--- config.mk ---
export PLATFORM = sky130hd
export DESIGN_NAME = maze_round_ctrl
export DESIGN_NICKNAME = d
export VERILOG_FILES = /design/src/rtl/maze_round_ctrl.sv
export SDC_FILE = /design/constraint.sdc
export NUM_CORES = 1
export LEC_CHECK = 0
export ABC_CLOCK_PERIOD_IN_PS = 2200
export BUFFER_PORTS_ARGS = -buffer_cell sky130_fd_sc_hd__buf_2
export CELL_PAD_IN_SITES_DETAIL_PLACEMENT = 1
export CELL_PAD_IN_SITES_GLOBAL_PLACEMENT = 1
export CORE_MARGIN = 1
export CORE_UTILIZATION = 35
export CTS_CLUSTER_SIZE = 16
export DETAILED_ROUTE_END_ITERATION = 8
export PLACE_DENSITY = 0.69
export SLEW_MARGIN = 15
export SYNTH_ARGS = -nofsm -noshare
export SYNTH_HDL_FRONTEND = slang
export SYNTH_SLANG_ARGS = --single-unit
--- constraint.sdc ---
create_clock -name clk -period 2.2 [get_ports clk]
set_input_delay 0.11 -clock clk [delete_from_list [all_inputs] [get_ports clk]]
set_output_delay 0.11 -clock clk [all_outputs]
set_load 0.1 [all_outputs]
--- src/rtl/maze_round_ctrl.sv ---
// rtl/maze_round_ctrl.sv - maze game round sequencer: idle/carve/arm/play/win flow, round timer, best time
module maze_round_ctrl #(
  parameter int CLK_PER_SEC   = 50_000_000,
  parameter int CARVE_TIMEOUT = 100_000_000
) (
  input  logic       clk,
  input  logic       reset,
  input  logic       start_btn,
  input  logic       carve_finished,
  input  logic [3:0] player_x,
  input  logic [3:0] player_y,
  input  logic [3:0] finish_x,
  input  logic [3:0] finish_y,
  output logic       carve_start,
  output logic       carving,
  output logic       move_reset,
  output logic       move_enable,
  output logic       won,
  output logic [9:0] elapsed_sec,
  output logic [9:0] best_sec,
  output logic       best_valid,
  output logic       new_record,
  output logic       carve_error,
  output logic [2:0] state
);

  localparam int PW = (CLK_PER_SEC > 1) ? $clog2(CLK_PER_SEC) : 1;
  localparam int TW = (CARVE_TIMEOUT > 1) ? $clog2(CARVE_TIMEOUT) : 1;
  localparam logic [PW-1:0] PRE_LAST = PW'(CLK_PER_SEC - 1);
  localparam logic [TW-1:0] TMO_LAST = TW'(CARVE_TIMEOUT - 1);
  localparam logic [9:0]    SEC_MAX  = 10'd999;

  typedef enum logic [2:0] {
    S_IDLE  = 3'd0,
    S_CARVE = 3'd1,
    S_ARM   = 3'd2,
    S_PLAY  = 3'd3,
    S_WIN   = 3'd4
  } state_t;

  state_t        state_q, state_d;
  logic          start_q;
  logic          armed_q, armed_d;
  logic [PW-1:0] presc_q, presc_d;
  logic [TW-1:0] tmo_q, tmo_d;
  logic [9:0]    elapsed_d, best_d;
  logic          best_valid_d, new_record_d, carve_error_d, carve_start_d;
  logic          start_edge, goal, carve_done, carve_tmo, presc_wrap;

  assign start_edge = start_btn & ~start_q;
  assign goal       = (player_x == finish_x) && (player_y == finish_y);
  // a done level is trusted only after the carver was seen busy during this visit
  assign carve_done = armed_q & carve_finished;
  assign carve_tmo  = (tmo_q == TMO_LAST);
  assign presc_wrap = (presc_q == PRE_LAST);
  assign state      = state_q;

  always_comb begin
    state_d       = state_q;
    armed_d       = armed_q;
    presc_d       = presc_q;
    tmo_d         = tmo_q;
    elapsed_d     = elapsed_sec;
    best_d        = best_sec;
    best_valid_d  = best_valid;
    new_record_d  = 1'b0;
    carve_error_d = carve_error;
    carve_start_d = 1'b0;
    case (state_q)
      S_IDLE: begin
        if (start_edge) state_d = S_CARVE;
      end
      S_CARVE: begin
        tmo_d = tmo_q + 1'b1;
        if (!carve_finished) armed_d = 1'b1;
        if (carve_done) begin
          state_d = S_ARM;
        end else if (carve_tmo) begin
          state_d       = S_IDLE;
          carve_error_d = 1'b1;
        end
      end
      S_ARM: begin
        presc_d   = '0;
        elapsed_d = '0;
        state_d   = S_PLAY;
      end
      S_PLAY: begin
        if (goal) begin
          state_d = S_WIN;
          if (!best_valid || (elapsed_sec < best_sec)) begin
            best_d       = elapsed_sec;
            best_valid_d = 1'b1;
            new_record_d = 1'b1;
          end
        end else begin
          presc_d = presc_wrap ? '0 : presc_q + 1'b1;
          if (presc_wrap && (elapsed_sec != SEC_MAX)) elapsed_d = elapsed_sec + 10'd1;
          if (start_edge) state_d = S_CARVE;
        end
      end
      S_WIN: begin
        if (start_edge) state_d = S_CARVE;
      end
      default: state_d = S_IDLE;
    endcase
    // every fresh CARVE visit starts from a clean timeout and arm history
    if ((state_d == S_CARVE) && (state_q != S_CARVE)) begin
      carve_start_d = 1'b1;
      carve_error_d = 1'b0;
      tmo_d         = '0;
      armed_d       = 1'b0;
    end
  end

  always_ff @(posedge clk) begin
    if (reset) begin
      state_q     <= S_IDLE;
      start_q     <= 1'b0;
      armed_q     <= 1'b0;
      presc_q     <= '0;
      tmo_q       <= '0;
      elapsed_sec <= '0;
      best_sec    <= '0;
      best_valid  <= 1'b0;
      new_record  <= 1'b0;
      carve_error <= 1'b0;
      carve_start <= 1'b0;
      carving     <= 1'b0;
      move_reset  <= 1'b0;
      move_enable <= 1'b0;
      won         <= 1'b0;
    end else begin
      state_q     <= state_d;
      start_q     <= start_btn;
      armed_q     <= armed_d;
      presc_q     <= presc_d;
      tmo_q       <= tmo_d;
      elapsed_sec <= elapsed_d;
      best_sec    <= best_d;
      best_valid  <= best_valid_d;
      new_record  <= new_record_d;
      carve_error <= carve_error_d;
      carve_start <= carve_start_d;
      carving     <= (state_d == S_CARVE);
      move_reset  <= (state_d == S_ARM);
      move_enable <= (state_d == S_PLAY);
      won         <= (state_d == S_WIN);
    end
  end

endmodule

# After elaboration in Yosys (flattened, before gate mapping)
# Cells that the tools add are included.
# op_classes
reduce_logical	15
mux	13
div	0
shifts	0
n_bitwise	7
addsub	3
eq_ne	16
mul	0
magnitude_cmp	1
# ops
cell	n
2-to-1 mux 26 bit	2
case mux 26 bit (2 select lines)	1
adder 27 x 1 -> 27 bit (second input constant)	1
equality test 27 bit (second input constant)	1
adder 26 x 1 -> 26 bit (second input constant)	1
equality test 26 bit (second input constant)	1
2-to-1 mux 10 bit	2
case mux 10 bit (2 select lines)	1
equality test 3 x 2 -> 1 bit (second input constant)	4
2-to-1 mux 3 bit	4
case mux 3 bit (4 select lines)	1
adder 10 x 1 -> 10 bit (second input constant)	1
< comparator 10 bit	1
!= test 10 bit (second input constant)	1
AND reduction 3 bit	3
equality test 4 bit	2
equality test 3 x 1 -> 1 bit (second input constant)	2
equality test 3 bit (second input constant)	2
inverter 1 bit	5
!= test 2 bit (second input constant)	2
AND reduction 2 bit	2
OR reduction 2 bit	2
logical AND 1 bit	3
logical NOT 3 bit	1
7 further kinds	9
# word_totals
elab_cells	70
mem_bits_rw	0
memories	0
input_bits	20
rom_bits	0
output_inout_bits	31
ff_bits	86
latch_bits	0

# Logic depth before layout (Yosys ltp)
# Gate-level depths: netlist of the first run.
# depth
word_depth	8
mapped_depth	9
depth_no_buf	7

# Worst setup path after synthesis of the first run
# No wires, ideal clock.
# synth_path
kind	flip-flop to flip-flop
startpoint	register state_q[0], in the netlist state[0]
endpoint	register tmo_q[16]
n_path_buf	2
path_stages_with_launch	8
period_less_slack_ns	2.993
path_slack_ns	-0.793
setup_time_ns	0.078
required_ns	2.122
arrival_ns	2.915
cell_sequence	dfxtp_1 > buf_2 > or3b_2 > clkbuf_1 > nor4_2 > nand4_1 > xor2_1 > nor3_1
# synth_via
elab_chain_cells	6
word_cells_on_any_way	15
classes_between	eq/ne: 6; mux: 5; reduce/logical: 4
# synth_rtl
element	line	source
from (decl)	41	state_t state_q, state_d;
from (signal assigned)	134	state_q <= state_d;
equality test 3 bit, or another cell as far along	69	case (state_q)
OR reduction 2 bit (no line), or another cell as far along	--	
case mux 3 bit (4 select lines)	69	
equality test 3 x 1 -> 1 bit	108	if ((state_d == S_CARVE) && (state_q != S_CARVE)) begin
logical AND 1 bit	108	
OR reduction 2 bit (no line)	--	
to (signal assigned)	138	tmo_q <= tmo_d;
to (decl)	45	logic [TW-1:0] tmo_q, tmo_d;
# Several ways; a longest one is shown, not always the timed one.
# A chain may end at the register's enable or synchronous reset.

# Worst setup path after layout of the first run
# layout_path
startpoint	register presc_q[11]
endpoint	register presc_q[25]
# layout_via
elab_chain_cells	4
word_cells_on_any_way	5
classes_between	add/sub: 1; eq/ne: 1; mux: 3
# layout_rtl
element	line	source
from (decl)	44	logic [PW-1:0] presc_q, presc_d;
from (signal assigned)	137	presc_q <= presc_d;
adder 26 x 1 -> 26 bit / equality test 26 bit (equally long branches)	97, 55	
2-to-1 mux 26 bit *	97	presc_d = presc_wrap ? '0 : presc_q + 1'b1;
2-to-1 mux 26 bit *	89	if (goal) begin
case mux 26 bit (2 select lines) *	69	
# Every way passes the cells marked *; elsewhere a longest branch is shown, timed or not. The select of a mux whose other input is x is not followed.

==> qor.yml, run 1 <==
yosys:
  synthArstFlopShare: 0
  synth.cell_area_um2: 4700
  synth_edf_count: 0
  ys.flop_type: "dfxtp_1"
  synth_seq_area_share: 0.366
  syn_area_per_cell_um2: 8.42
  synth_nets: 590
  synth_warnings: 0
  synth_cells: 558
  synth.distinct_cells: 59
  yosys_register_bits: 86
  synth_top_area_share: 0.366
  synthTopCellsByArea: "dfxtp_1 37%, xor2_1 5.2%, nor3_1 4.7%"
  post-synth-top-area-cell: "dfxtp_1"
floorplanning:
  die_x_um: 118
  die-area_um2: 13900
  core_area_um2: 12900
  ios: 51
  rows: 41
  start_util: 0.365
  die_height_um: 118
critical_path:
  critPathLaunch: "presc_q[11]"
  cp-end-kind: "register"
  worstPathArrival_ns: 2.47
  worstSetupStartpointType: "register"
  r2r-start: "presc_q[11]"
  critical_path_class: "register to register"
  critPathRequiredTime_ns: 2.47
  crit_fanout: 4
routing:
  avgViaCountPerCell: 5.66
  antenna_left: 0
  wl_per_cell_um: 18.2
  drt_iter0_drc: 205
  first_pass_iters: 4
  routed_wirelength_um: 15400
  vias: 4780
  drc: 0
global_route:
  track_usage: 0.227
  antenna_found_initial: 0
  grt_max_degree: 31
  grt_overflow: 0
  grt_pass1_vias: 5152
  grt_pass1_wl_um: 25600
placement:
  dp_hpwl_um: 11300
  placed_cells: 826
  io_buffers: 50
  gp_congestion: 0.896
  placed_area_um2: 5730
clocking:
  cts_root_buf: "clkbuf_16"
  h-tree-depth: 3
  cts_tree: "done"
  cts.clk_slew.worst_paths_ns: 0.07
  cts_num_sinks: 86
  clock_path_buffers: 2
  numCtsBuffers: 9
  clock_latency_ns: 0.35
layout:
  final_area_um2: 6140
  fin_util: 0.477
  syn2layout_area_growth_pct: 30.7
  fin_nets: 700
  final_cells: 845
  n_antenna_cell: 0
  drive_above_1_share: 0.311
  final_common_cell: "buf_4"
  final_cell_mix: "76 x buf_4, 54 x dfxtp_1, 50 x buf_2, 46 x nand2_1, 44 x nor3_1"
timing:
  slew_viol_final: 0
  setup_viol_count_final: 0
  rsz0062_at_grt: "true"
  fmax_mhz: 456
  period_minus_slack_ns: 2.19
  hold_violations: 0
  worstMarginPinSlew_ns: 0.535
  slew_headroom: 0.642
  skew_ns: 0.00925
  period_share: 0.997
outcome:
  outcome: "completed"
run:
  cap_violations: 0
power:
  p_per_area_nw_per_um2: 570
  p_leak_uw: 0.00226
  ir_drop_mv: 0.351
min_path:
  min-delay-start: "carve_finished"
  worstHoldPathType: "input pin to register"
## cells by family (layout without fill, tap and decap cells)
family | Yosys count | in the layout | synth area share
simple gates | 259 | 259 | 0.307
compound gates | 100 | 100 | 0.154
flops | 86 | 86 | 0.366
buf+inv | 49 | 164 | 0.0399
xor+xnor | 37 | 37 | 0.0689
mux | 15 | 15 | 0.0319
fa+ha+maj | 12 | 12 | 0.0319
## metrics by stage
step / setup TNS, ns / setup WS (ns) / total power [uW] / hold slack (ns)
2_1_floorplan: 0 / 0.00467 / 1780 / 0.238
3_3_place_gp: -0.115 / -0.0354 / 1870 / 0.340
3_5_place_dp: -0.392 / -0.0885 / 1880 / 0.351
4_1_cts: 0 / 0.00188 / 3540 / 0.0690
5_1_grt: -0.0202 / -0.0202 / 3620 / 0.0927
6_report: 0 / 0.00759 / 3500 / 0.0732
## cell usage after synthesis, drive strengths merged, types with 4 or more instances
cell and count:
nor2 25, a2111oi 4, o31ai 4, or4 9, xor2 28, o211ai 5, inv 20, nor4 16
buf 5, xnor2 9, and4 4, a311oi 7, a211oi 7, nand4 19, clkbuf 24, o41ai 5
or2 5, o21ai 8, ha 12, nand3 34, or3 7, nor3 44, a21oi 21, nand2 47
nand2b 25, and3 7, mux2i 15, dfxtp 86, a31oi 12
## cell type report
type / instances / area, um^2
well taps: 172 / 215
inverters: 20 / 75.1
multi-input cells: 423 / 2890
clock buffers: 11 / 264
repair buffers: 128 / 851
flip-flops and latches: 86 / 1790
fillers: 1530 / 6730
clock inverters: 5 / 61.3
## registers in the layout (all words and copies together), names as in the netlist
signal / count
carving: 1
armed_q: 1
best_valid: 1
move_reset: 1
move_enable: 1
won: 1
state: 3
carve_start: 1
tmo_q: 27
presc_q: 26
new_record: 1
best_sec: 10
carve_error: 1
elapsed_sec: 10
start_q: 1
## metal layers
metal,vias up,GRT usage,part of all wire
li1,2307,-,-
met1,2349,0.271,0.44
met2,99,0.409,0.51
met3,25,0.0368,0.033
met4,0,0.0761,0.019
met5,-,0,0
## critical path, cell delays in order, from the launching register on
cell and delay, ns:
dfxtp_4 0.37, nand2_2 0.06, or4_4 0.54, or4_4 0.56, or4_4 0.44, a21oi_2 0.16
## where the power goes
| group | leakage, uW | switching [uW] | total (uW) | internal (uW) |
|---|---|---|---|---|
| sequential | 0.000713 | 5.32 | 1560 | 1550 |
| clock | 0.000162 | 678 | 1670 | 989 |
| combinational | 0.00138 | 192 | 276 | 84.2 |
## repair_timing
action	in CTS	in global routing
resized for setup	9	13
endpoints found under the setup margin	5	25
pin swaps	3	4
endpoints found under the hold margin	1	0
hold buffers	1	0
buffers inserted	0	2
## final timing paths
| check | endpoint | slack [ns] | cells past startpoint |
|---|---|---|---|
| worst min-delay path | armed_q | 0.07 | 4 |
| worst min register to register | best_valid | 0.48 | 2 |
| worst max-delay path | presc_q[25] | 0.008 | 5 |
| worst max register to register | presc_q[25] | 0.008 | 5 |
Note: power is estimated with default switching activity, not from simulation.
==> run 2, diff against run 1 <==
--- a/config.mk
+++ b/config.mk
@@ -15,3 +15,3 @@
 export DETAILED_ROUTE_END_ITERATION = 8
-export PLACE_DENSITY = 0.69
+export PLACE_DENSITY_LB_ADDON = 0.12
 export SLEW_MARGIN = 15
==> constraint.sdc (replaced) <==
create_clock -name clk -period 2.2 [get_ports clk]
set_input_delay 0.22 -clock clk [delete_from_list [all_inputs] [get_ports clk]]
set_output_delay 0.22 -clock clk [all_outputs]
set_load 0.1 [all_outputs]
==> qor.yml, run 2 (synthesized netlist as in run 1, its figures left out) <==
clocking:
  hold_buffers: 0
  clock_latency_ns: 0.35
  numCtsBuffers: 9
  cts_root_buf: "clkbuf_16"
  cts_tree: "done"
  clock_path_buffers: 2
  h-tree-depth: 3
  cts_num_sinks: 86
  cts.clk_slew.worst_paths_ns: 0.06
power:
  p_leak_uw: 0.00229
  switchingPower_uw: 867
  ir_drop_mv: 0.339
  intPower_uw: 2610
  power_frac_clock: 0.464
  seqPwrFrac: 0.451
  p_comb_frac: 0.085
  p_per_area_nw_per_um2: 554
  power_switching_share: 0.250
layout:
  final_cell_mix: "81 x buf_4, 56 x dfxtp_1, 50 x buf_2, 46 x nand2_1, 43 x nor3_1"
  fin_nets: 706
  reg_top3: "tmo_q x27, presc_q x26"
  final_common_cell: "buf_4"
  n_antenna_cell: 0
  largest_reg_flops: 27
  syn2layout_area_growth_pct: 33.4
  regMostFlops: "tmo_q"
  drive_above_1_share: 0.327
critical_path:
  ff2ff_path_depth: 5
  cp-end-kind: "register"
  cp_common_cell: "or4_4"
  r2r_slack_ns: 0.07
  r2r_end: "presc_q[25]"
  r2r-start: "presc_q[11]"
  cp_slowest_cell: "or4_4"
  critPathLaunch: "presc_q[11]"
  worstSetupStartpointType: "register"
  crit_fanout: 5
  worstPathArrival_ns: 2.42
  cp_top_family: "simple AND/OR/NAND/NOR gates"
  path_buf_inv: 0
  critical_path_class: "register to register"
  critPathRequiredTime_ns: 2.49
  crit_path_max_incr_delay_ns: 0.54
  path_cells: "nand2_2, or4_4, or4_4, or4_4, a21oi_2"
routing:
  avgViaCountPerCell: 5.54
  drt_iter0_drc: 193
  first_pass_iters: 4
  wl_met2_um: 7180
  vias: 4712
  routed_wirelength_um: 14900
  wl_per_cell_um: 17.5
  routedLengthMet1_um: 7040
  drc: 0
  met3WireLength_um: 406
  antenna_left: 0
  top_layer: "met4"
global_route:
  grt_pass1_vias: 4877
  grt_pass1_wl_um: 24500
  grt_overflow: 0
  track_usage: 0.219
  antenna_found_initial: 0
  grt_max_degree: 36
placement:
  dp_hpwl_um: 10900
  gp_congestion: 0.824
  pre_cts_ws_ns: -0.102
  io_buffers: 50
timing:
  hold_violations: 0
  fmax_mhz: 469
  setup_viol_count_final: 0
  skew_ns: 0.00507
  tns_ns: 0
  fin_ws_ns: 0.0660
  worstMarginPinSlew_ns: 0.511
  rsz0062_at_grt: "true"
  period_share: 0.970
  slew_viol_final: 0
  period_minus_slack_ns: 2.13
  slew_headroom: 0.662
min_path:
  min-delay-start: "start_btn"
  worstHoldPathCells: 2
  worstHoldPathType: "input pin to register"
  worstHoldEndpoint: "start_q"
floorplanning:
  die_height_um: 118
  ios: 51
  die-area_um2: 13900
  rows: 41
  start_util: 0.365
  die_x_um: 118
  core_area_um2: 12900
run:
  cap_violations: 0
outcome:
  outcome: "completed"
run 2: cell count changes in the layout (fill, tap and decap cells not counted), sizes merged:
cell         before  now
inv              22   19
clkinvlp          0    2
dlygate4sd3       1    0
clkbuf           11   12
buf             127  134
run 2: worst max path at each step:
stage	depth (start not counted)	slack [ns]	end
global placement	6	-0.05	carve_start
floorplan	8	0.005	best_sec[3]
CTS	5	0.0008	presc_q[25]
global route	6	-0.02	elapsed_sec[6]
detailed placement	6	-0.10	carve_start
finish	5	0.07	presc_q[25]
run 2: per-layer routing:
metal / up-vias / GRT usage
met3: 17 / 0.0329
met5: - / 0
met2: 67 / 0.358
li1: 2319 / -
met4: 0 / 0.0897
met1: 2309 / 0.287
run 2: metrics by stage:
stage,hold slack [ns],area (um^2),instances,power [uW],utilization
after floorplan,0.348,4800,558,1780,-
after global placement,0.461,5770,829,1880,0.448
after detailed placement,0.472,5770,829,1890,0.448
after CTS,0.113,6130,846,3510,0.476
after global routing,0.142,6270,851,3580,0.487
final,0.119,6270,851,3470,0.487
run 2: area by class of cell:
class / instances / area, um^2
clock buffer: 12 / 256
clock inverter: 4 / 55.1
fill: 1525 / 6610
inverter: 20 / 78.8
multi-input combinational: 423 / 2970
sequential: 86 / 1770
tap: 172 / 215
timing repair buffer: 134 / 918
run 2: power groups by stage:
stage | combinational (uW) | clock (uW) | sequential (uW)
CTS | 284 | 1660 | 1570
floorplan | 133 | 0 | 1650
global placement | 275 | 0 | 1600
global route | 314 | 1700 | 1570
detailed placement | 282 | 0 | 1600
finish | 295 | 1610 | 1570
run 2: worst register-to-register path, cell delays in order (launching register included):
cell and delay, ns:
dfxtp_2 0.38, nand2_2 0.07, or4_4 0.54, or4_4 0.54
or4_4 0.43, a21oi_2 0.11
run 2: timing repair:
item | in CTS | in global routing
resized for setup | 8 | 22
endpoints found under the setup margin | 11 | 38
buffers inserted | 1 | 5
endpoints found under the hold margin | 0 | 0
pin swaps | 0 | 5
==> run 3, diff against run 2 <==
Settings changed: CTS_BUF_LIST set to sky130_fd_sc_hd__clkbuf_16.
==> qor.yml, run 3 (synthesized netlist as in run 1, its figures left out) <==
outcome:
  outcome: "completed"
routing:
  drc: 0
  routed_wirelength_um: 14900
  drt_iter0_drc: 184
  avgViaCountPerCell: 5.54
  wl_per_cell_um: 17.5
  first_pass_iters: 4
  vias: 4715
  antenna_left: 0
timing:
  skew_ns: 0.00629
  fmax_mhz: 469
  period_minus_slack_ns: 2.13
  slew_viol_final: 0
  period_share: 0.970
  whs_ns: 0.119
  setup_viol_count_final: 0
  worstMarginPinSlew_ns: 0.511
  slew_headroom: 0.662
  tns_ns: 0
  hold_violations: 0
  rsz0062_at_grt: "true"
floorplanning:
  ios: 51
  rows: 41
  die-area_um2: 13900
  die_height_um: 118
  start_util: 0.365
  die_x_um: 118
  core_area_um2: 12900
layout:
  fin_nets: 706
  drive_above_1_share: 0.324
  reg_top3: "tmo_q x27, presc_q x26"
  fill_cells: 1528
  regMostFlops: "tmo_q"
  syn2layout_area_growth_pct: 33.0
  n_antenna_cell: 0
  final_cell_mix: "81 x buf_4, 56 x dfxtp_1, 50 x buf_2, 46 x nand2_1, 43 x nor3_1"
  final_common_cell: "buf_4"
  largest_reg_flops: 27
placement:
  gp_congestion: 0.824
  dp_hpwl_um: 10900
  io_buffers: 50
run:
  cap_violations: 0
clocking:
  clock_latency_ns: 0.35
  clock_path_buffers: 2
  cts.clk_slew.worst_paths_ns: 0.06
  numCtsBuffers: 9
  cts_num_sinks: 86
  cts_tree: "done"
  hold_buffers: 0
  h-tree-depth: 3
  cts_root_buf: "clkbuf_16"
power:
  p_leak_uw: 0.00229
  seqPwrFrac: 0.462
  intPower_uw: 2530
  p_per_area_nw_per_um2: 543
  power_frac_clock: 0.451
  p_comb_frac: 0.087
  switchingPower_uw: 860
  ir_drop_mv: 0.334
  power_switching_share: 0.254
global_route:
  grt_pass1_wl_um: 24500
  grt_pass1_vias: 4864
  antenna_found_initial: 0
  track_usage: 0.219
  grt_overflow: 0
  grt_max_degree: 36
critical_path:
  r2r_slack_ns: 0.07
  critPathRequiredTime_ns: 2.49
  crit_fanout: 5
  worstSetupStartpointType: "register"
  worstPathArrival_ns: 2.42
  critical_path_class: "register to register"
  cp-end-kind: "register"
min_path:
  worstHoldPathType: "input pin to register"
## run 3: critical path, stage by stage, from the launching register on
cell and delay [ns]:
dfxtp_2 0.38, nand2_2 0.07, or4_4 0.54, or4_4 0.54, or4_4 0.43, a21oi_2 0.11
## run 3: path summary, 6_finish.rpt
path	start	end	cells after the start
hold reg to reg	best_sec[4]	best_sec[4]	2
hold / removal	start_btn	start_q	2
setup / recovery	presc_q[11]	presc_q[25]	5
setup reg to reg	presc_q[11]	presc_q[25]	5
## run 3: what timing repair did
action                                  CTS  global route
buffers inserted                          1             5
pin swaps                                 0             5
gates resized for setup                   8            22
endpoints found under the hold margin     0             0
endpoints found under the setup margin   11            38
## run 3: metal layers
layer  vias to the layer above  part of all wire  GRT usage
met5                         -                 0          0
met4                         0             0.014     0.0889
met3                        16             0.029     0.0329
met2                        70              0.49      0.357
met1                      2314              0.47      0.287
li1                       2315                 -          -
## run 3: power by group through the flow
stage          logic (uW)  clock network, uW  registers [uW]
3_3_place_gp          275                  0            1600
5_1_grt               314               1620            1570
3_5_place_dp          282                  0            1600
6_report              294               1530            1570
2_1_floorplan         133                  0            1650
4_1_cts               284               1580            1570
## run 3: stage by stage
| step | setup slack [ns] | utilization | instance area [um^2] | power, uW | instances |
|---|---|---|---|---|---|
| global placement | -0.0496 | 0.448 | 5770 | 1880 | 829 |
| detailed placement | -0.102 | 0.448 | 5770 | 1890 | 829 |
| global route | -0.0168 | 0.485 | 6250 | 3500 | 851 |
| finish | 0.0663 | 0.485 | 6250 | 3390 | 851 |
| floorplan | 0.00467 | - | 4800 | 1780 | 558 |
| CTS | 0.000812 | 0.474 | 6110 | 3430 | 846 |
## run 3: layout make-up
cell class	count	area [um^2]	share of cell area
multi-input combinational	423	2970	0.475
inverter	20	78.8	0.0126
tap	172	215	0.0344
clock buffer	9	225	0.0360
timing repair buffer	134	918	0.147
clock inverter	7	66.3	0.0106
sequential	86	1770	0.284
